<file path="src/rtl/des_round_key_sequencer.sv">
// des_round_key_sequencer: iterative DES key schedule streaming K1..K16 (or K16..K1 when DES_KS_DECRYPT_EN is defined)
module des_round_key_sequencer (
   input  logic        clk,
   input  logic        rst,
   input  logic        key_valid,
   output logic        key_ready,
   input  logic [63:0] key,
   input  logic        decrypt,
   output logic        rk_valid,
   input  logic        rk_ready,
   output logic [47:0] round_key,
   output logic [3:0]  round_idx,
   output logic        rk_last,
   output logic        busy,
   input  logic        abort
);
   localparam logic [0:0] IDLE = 1'b0;
   localparam logic [0:0] RUN  = 1'b1;
   localparam int PC1_T [56] = '{
      57, 49, 41, 33, 25, 17,  9,  1, 58, 50, 42, 34, 26, 18,
      10,  2, 59, 51, 43, 35, 27, 19, 11,  3, 60, 52, 44, 36,
      63, 55, 47, 39, 31, 23, 15,  7, 62, 54, 46, 38, 30, 22,
      14,  6, 61, 53, 45, 37, 29, 21, 13,  5, 28, 20, 12,  4};
   localparam int PC2_T [48] = '{
      14, 17, 11, 24,  1,  5,  3, 28, 15,  6, 21, 10,
      23, 19, 12,  4, 26,  8, 16,  7, 27, 20, 13,  2,
      41, 52, 31, 37, 47, 55, 30, 40, 51, 45, 33, 48,
      44, 49, 39, 56, 34, 53, 46, 42, 50, 36, 29, 32};

   function automatic logic [55:0] pc1(input logic [63:0] k);
      logic [55:0] r;
      r = '0;
      for (int i = 0; i < 56; i++) r[55-i] = k[64-PC1_T[i]];
      return r;
   endfunction

   function automatic logic [47:0] pc2(input logic [55:0] cd);
      logic [47:0] r;
      r = '0;
      for (int i = 0; i < 48; i++) r[47-i] = cd[56-PC2_T[i]];
      return r;
   endfunction

   // r is the zero-based round number; rounds 1, 2, 9 and 16 rotate by one, all others by two
   function automatic logic two_shift(input logic [3:0] r);
      return !(r == 4'd0 || r == 4'd1 || r == 4'd8 || r == 4'd15);
   endfunction

   function automatic logic [27:0] rotl(input logic [27:0] v, input logic two);
      return two ? {v[25:0], v[27:26]} : {v[26:0], v[27]};
   endfunction

   logic [0:0]  state_q, state_d;
   logic [27:0] c_q, c_d, d_q, d_d, c_step, d_step;
   logic [3:0]  idx_q, idx_d, idx_step;
   logic        dec_q, dec_d, dec_in;
   logic [55:0] pc1_k;
   logic        unused_parity;

   assign pc1_k = pc1(key);
   assign unused_parity = ^{key[56], key[48], key[40], key[32], key[24], key[16], key[8], key[0]};

`ifdef DES_KS_DECRYPT_EN
   function automatic logic [27:0] rotr(input logic [27:0] v, input logic two);
      return two ? {v[1:0], v[27:2]} : {v[0], v[27:1]};
   endfunction
   assign dec_in   = decrypt;
   assign c_step   = dec_q ? rotr(c_q, two_shift(idx_q)) : rotl(c_q, two_shift(idx_q + 4'd1));
   assign d_step   = dec_q ? rotr(d_q, two_shift(idx_q)) : rotl(d_q, two_shift(idx_q + 4'd1));
   assign idx_step = dec_q ? idx_q - 4'd1 : idx_q + 4'd1;
`else
   logic unused_decrypt;
   assign unused_decrypt = decrypt;
   assign dec_in   = 1'b0;
   assign c_step   = rotl(c_q, two_shift(idx_q + 4'd1));
   assign d_step   = rotl(d_q, two_shift(idx_q + 4'd1));
   assign idx_step = idx_q + 4'd1;
`endif

   assign key_ready = state_q == IDLE;
   assign busy      = state_q == RUN;
   assign rk_valid  = state_q == RUN;
   assign round_key = pc2({c_q, d_q});
   assign round_idx = idx_q;
   assign rk_last   = (state_q == RUN) && (idx_q == (dec_q ? 4'd0 : 4'd15));

   // load C/D on key accept, advance one round per handshake, flush on abort
   always_comb begin
      state_d = state_q;
      c_d     = c_q;
      d_d     = d_q;
      idx_d   = idx_q;
      dec_d   = dec_q;
      if (state_q == IDLE) begin
         if (key_valid) begin
            state_d = RUN;
            dec_d   = dec_in;
            c_d     = dec_in ? pc1_k[55:28] : rotl(pc1_k[55:28], 1'b0);
            d_d     = dec_in ? pc1_k[27:0] : rotl(pc1_k[27:0], 1'b0);
            idx_d   = dec_in ? 4'd15 : 4'd0;
         end
      end else if (abort) begin
         state_d = IDLE;
         c_d     = '0;
         d_d     = '0;
         idx_d   = '0;
         dec_d   = 1'b0;
      end else if (rk_ready) begin
         if (rk_last) begin
            state_d = IDLE;
         end else begin
            c_d   = c_step;
            d_d   = d_step;
            idx_d = idx_step;
         end
      end
   end

   // state registers with synchronous reset
   always_ff @(posedge clk) begin
      if (rst) begin
         state_q <= IDLE;
         c_q     <= '0;
         d_q     <= '0;
         idx_q   <= '0;
         dec_q   <= 1'b0;
      end else begin
         state_q <= state_d;
         c_q     <= c_d;
         d_q     <= d_d;
         idx_q   <= idx_d;
         dec_q   <= dec_d;
      end
   end
endmodule

</file>
<file path="config.mk">
export PLATFORM = sky130hd
export DESIGN_NAME = des_round_key_sequencer
export DESIGN_NICKNAME = d
export VERILOG_FILES = /design/src/rtl/des_round_key_sequencer.sv
export SDC_FILE = /design/constraint.sdc
export NUM_CORES = 1
export LEC_CHECK = 0
export ABC_CLOCK_PERIOD_IN_PS = 3200
export BUFFER_PORTS_ARGS = -buffer_cell sky130_fd_sc_hd__buf_4
export CAP_MARGIN = 20
export CORE_UTILIZATION = 30
export DETAILED_ROUTE_END_ITERATION = 8
export GPL_ROUTABILITY_DRIVEN = 1
export HOLD_SLACK_MARGIN = 0.15
export PLACE_DENSITY = 0.49
export SLEW_MARGIN = 20
export SYNTH_ARGS = -nofsm -noshare
export SYNTH_HDL_FRONTEND = slang
export SYNTH_SLANG_ARGS = --single-unit
</file>
<file path="constraint.sdc">
create_clock -name clk -period 3.2 [get_ports clk]
set_clock_uncertainty 0.05 [all_clocks]
set_input_delay 0.48 -clock clk [delete_from_list [all_inputs] [get_ports clk]]
set_output_delay 0.48 -clock clk [all_outputs]
set_load 0.02 [all_outputs]
</file>
Word level (Yosys, flattened, before mapping):

Cells that the tools add are included.

* register bits: 62
* output and inout bits: 56
* bits of input ports: 70

* add/subtract/negate cells: 1
* reduce and logical (&&, ||, !) cells: 8
* bitwise operators: 1
* eq/ne operators: 7
* multiplexer cells: 26

Operator list (count)
* $mux 28: 12
* $mux 4: 6
* $eq 4x4->1 const B: 2
* $mux 1: 8
* $ne 3x3->1 const B: 2
* $add 4x1->4 const B: 1
* $eq 4x1->1 const B: 1
* $eq 4x4->1: 1
* $logic_not 4->1: 1
* $logic_or 1x1->1: 3
* $reduce_and 3->1: 1
* $ne 2x2->1 const B: 1
* $reduce_and 2->1: 1
* $reduce_bool 2->1: 1
* $logic_and 1x1->1: 1
* $not 1->1: 1

Longest topological paths before layout:

* depth in word-level cells: 10
* depth in mapped cells: 8
* mapped depth without buffers: 6

Worst setup path before layout:

No wires, ideal clock.

* path kind: flip-flop to flip-flop
* start: register idx_q[1], in the netlist round_idx[1]
* end: register d_q[10]
* period minus slack after synthesis: 2.103 ns
* data arrival time: 1.919 ns
* path slack: 1.097 ns
* path buffers: 2
* stages on the path, launching flop included: 8
* data required time: 3.017 ns
* cells stage by stage: dfxtp_1 > ha_1 > and3b_1 > mux2_2 > buf_4 > buf_2 > o221ai_1 > a311oi_1

* word-level cells in the longest chain between the ends: 10
* elaborated cells on any way between the ends: 17
* those cells by class: 1 x add/sub; 5 x eq/ne; 5 x mux; 6 x reduce/logical

RTL lines
* from (decl): line 55 `logic [3:0] idx_q, idx_d, idx_step;`
* from (signal assigned): line 131 `idx_q <= idx_d;`
* $add 4x1->4: line 76 `assign d_step = rotl(d_q, two_shift(idx_q + 4'd1));`
* $eq 4x1->1 / $logic_not 4->1 (equally long branches): line 46 `return !(r == 4'd0 || r == 4'd1 || r == 4'd8 || r == 4'd15);`
* $logic_or 1x1->1 (3 in series): line 46
* $mux 28: line 50 `return two ? {v[25:0], v[27:26]} : {v[26:0], v[27]};`
* $mux 28: line 109 `if (rk_last) begin`
* $mux 28: line 108 `end else if (rk_ready) begin`
* $mux 28: line 102 `end else if (abort) begin`
* $mux 28: line 94 `if (state_q == IDLE) begin`
* to (signal assigned): line 124 `d_q <= '0;`
* to (signal assigned): line 130 `d_q <= d_d;`
* to (decl): line 54 `logic [27:0] c_q, c_d, d_q, d_d, c_step, d_step;`

Several ways; a longest one is shown, not always the timed one. The select of a mux whose other input is x is not followed.
A chain may end at the register's enable or synchronous reset.

Worst setup path after layout:

* start: register idx_q[1], in the netlist round_idx[1]
* end: register d_q[4]

The elaborated chain is that of the path after synthesis.

==> impl_metrics.csv <==
group,metric,value,unit
synthesis,synth-seq-cells,61,
timing,worst_slew_pin_slew,0.764,ns
timing,fmax,405,MHz
finish,final.fill_count,1834,
placement,routabilityCongestion,0.757,
cts,cts_root_buffer,"clkbuf_16",
cts,cts_htree_levels,3,
hold_path,hp-start,"rk_ready",
power,switchingPower,0.782,mW
routing,drt_wl_total,19100,um
timing,setup_viol_count_final,0,
routing,post_drt_via_cell_ratio,6.14,
cts,path_clk_slew,0.05,ns
synthesis,syn_area,5230,sq um
synthesis,ys_types,34,
cts,cts_max_path_buffers,2,
routing,routedWlPerCell,20.6,um
synthesis,synth_compound_area_share,40.7,%
power,p_leak,2.29,nW
setup_path,crit_path_start_kind,"register",
synthesis,syn_inst,700,
finish,fin_cells,929,
setup_path,crit_arrival,2.66,ns
placement,place_hpwl,11000,um
timing,rsz0062_at_grt,"no",
global_routing,grt_pass1_wl,30800,um
power,p_sw_share,32.2,%
setup_path,r2r-end,"d_q[4]$_SDFFE_PP0P_",
routing,postRouteAntennaNets,0,
job,maxCapViolCount,0,
power,ir_drop,0.256,mV
die,design.core.area,16800,sq um
finish,diodes,0,
setup_path,r2r_cells,6,
synthesis,synth_adder_area_share,0.958,%
synthesis,synth.mux.area_fraction,0.407,%
routing,drt_iter0_drc,542,
power,p_seq_share,38.2,%
hold_path,hold_path.class,"primary input to register",
setup_path,critPathRequiredTime,3.39,ns
cts,ctsResizeCount,0,
power,powerDensity,396,nW/um^2
finish,syn2layout_area_growth,17.5,%
die,chipWidth,134,um
finish,drive_above_1_share,22.7,%
die,ios,126,
cts,cts-hold-fix-buffers,0,
setup_path,path_max_fanout,33,
hold_path,whs_path_depth,3,
timing,drv_slew,0,
power,comb_power_share,23.7,%
power,p_clk_share,38.1,%
setup_path,worstSetupPathType,"register to register",
synthesis,yosysWarningCount,0,
synthesis,synth_top_family_by_area,"compound AO/OA/AOI/OAI gates",
synthesis,syn-num-nets,774,
cts,cts_tree,"built",
placement,dp_cells,913,
finish,layout.cells.most_common_list,"buf_4 (130), a21oi_1 (117), a311oi_1 (112)",
synthesis,syn_avg_cell_area,7.46,sq um
setup_path,r2r_start,"round_idx[1]$_SDFFE_PP0P_",
cts,cts_setup_buffers,0,
global_routing,overflow,0,
timing,min_period,2.47,ns
timing,finalSetupTns,0,ns
synthesis,synth-simple-area-share,14.7,%
timing,fin_crit_sh,77.2,%
synthesis,synth_seq_area_share,23.4,%
die,rows,47,
die,fp.dieH,134,um
timing,slew_headroom,49.1,%
routing,vias,5705,
global_routing,grt_max_degree,62,
die,dieArea,17900,sq um
setup_path,r2r_slack,0.73,ns
power,p_int,1.65,mW
status,status,"finished, final reports clean",
setup_path,end_kind,"register",
global_routing,grt_pass1_vias,5646,
cts,clock_latency,0.33,ns
routing,drc_errors,0,
synthesis,synthXorXnorAreaFrac,0.311,%
global_routing,grt_usage,21.4,%
cts,clkSinkCount,61,
global_routing,antenna_found_initial,0,
routing,drt-pass1-iter-count,5,
hold_path,hold_end,"round_idx[2]$_SDFFE_PP0P_",
cts,cts_made_buffers,9,
die,initial_core_util,31.1,%
timing,hold_viol,0,
finish,nets,778,
finish,final_common_cell,"buf_4",
placement,io_buffer_count,116,
==> power groups by stage <==
stage | logic (mW) | clock network [mW] | registers (mW)
after floorplan | 0.429 | 0 | 0.901
after detailed placement | 0.573 | 0 | 0.943
final | 0.575 | 0.927 | 0.929
after CTS | 0.576 | 0.945 | 0.927
after global routing | 0.625 | 0.978 | 0.940
after global placement | 0.568 | 0 | 0.941
==> worst max-delay path, cell delays in order, from the launching register on <==
cell and delay (ns):
dfxtp_1 0.53, ha_1 0.39, xnor2_4 0.17, buf_4 0.36, buf_4 0.42, o221ai_1 0.19
a311oi_1 0.25
==> how the worst max path moves through the flow <==
stage                         startpoint                   end  slack, ns  cells after the start
6_report       round_idx[1]$_SDFFE_PP0P_   d_q[4]$_SDFFE_PP0P_       0.73                      6
5_1_grt        round_idx[1]$_SDFFE_PP0P_   d_q[2]$_SDFFE_PP0P_       0.59                      6
4_1_cts        round_idx[1]$_SDFFE_PP0P_   d_q[1]$_SDFFE_PP0P_       0.77                      6
3_5_place_dp   round_idx[1]$_SDFFE_PP0P_  d_q[13]$_SDFFE_PP0P_       0.80                      6
3_3_place_gp   round_idx[1]$_SDFFE_PP0P_  c_q[16]$_SDFFE_PP0P_       0.78                      6
2_1_floorplan  round_idx[1]$_SDFFE_PP0P_  d_q[10]$_SDFFE_PP0P_       1.10                      7
==> stage by stage <==
| step | utilization (%) | cell area, sq um | power [mW] | hold WS [ns] | setup slack (ns) |
|---|---|---|---|---|---|
| after floorplan | - | 5230 | 1.33 | 0.442 | 1.10 |
| after global placement | 34.9 | 5870 | 1.51 | 0.461 | 0.778 |
| after detailed placement | 34.9 | 5870 | 1.52 | 0.469 | 0.799 |
| after CTS | 36.5 | 6140 | 2.45 | 0.421 | 0.767 |
| after global routing | 36.5 | 6140 | 2.54 | 0.441 | 0.587 |
| final | 36.5 | 6140 | 2.43 | 0.430 | 0.730 |
==> state kept, by name, summed over array words and instances, names as in the netlist <==
signal / cells
d_q: 28
busy: 1
round_idx: 4
c_q: 28
==> metal layers <==
layer | wire length [um] | part of all wire [%] | GRT usage (%)
met2 | 9260 | 48 | 35.9
met5 | 0 | 0 | 0
met3 | 1530 | 8.0 | 4.72
met1 | 8070 | 42 | 27.2
met4 | 281 | 1.5 | 6.31
==> Yosys cell counts (all sizes together) <==
library cell,n,area (sq um)
a211oi,1,7.51
a21oi,117,586
a311oi,112,981
a31oi,2,12.5
and2,59,369
and3,1,6.26
and3b,1,8.76
and4,1,8.76
buf,94,613
clkbuf,49,184
dfxtp,61,1220
ha,4,50.1
inv,60,225
mux2,1,11.3
mux2i,1,10.0
nand2b,2,12.5
nand3,57,285
nand4,3,18.8
nand4b,1,8.76
nor2,4,15.0
nor2b,2,12.5
nor3,1,5.00
nor3b,1,12.5
o21a,2,16.3
o21ai,4,23.8
o221ai,56,490
o31ai,1,7.51
or2,1,6.26
xnor2,1,16.3
==> layout make-up <==
type | instances | area (sq um) | area share [%]
clock buffers | 15 | 268 | 4.36
clock inverters | 1 | 5.00 | 0.0815
inverters | 60 | 225 | 3.67
multi-input cells | 436 | 3050 | 49.7
flip-flops and latches | 61 | 1220 | 19.9
well taps | 220 | 275 | 4.48
repair buffers | 136 | 1100 | 17.8
==> cells by family after synthesis <==
logic type | Yosys count
AOI/OAI and AO/OA | 295
buffers and inverters | 203
and+or+nand+nor | 134
DFF | 61
adders and majority gates | 4
muxes | 2
xor gates and xnor gates | 1
Power figures use the tool's default switching activity.
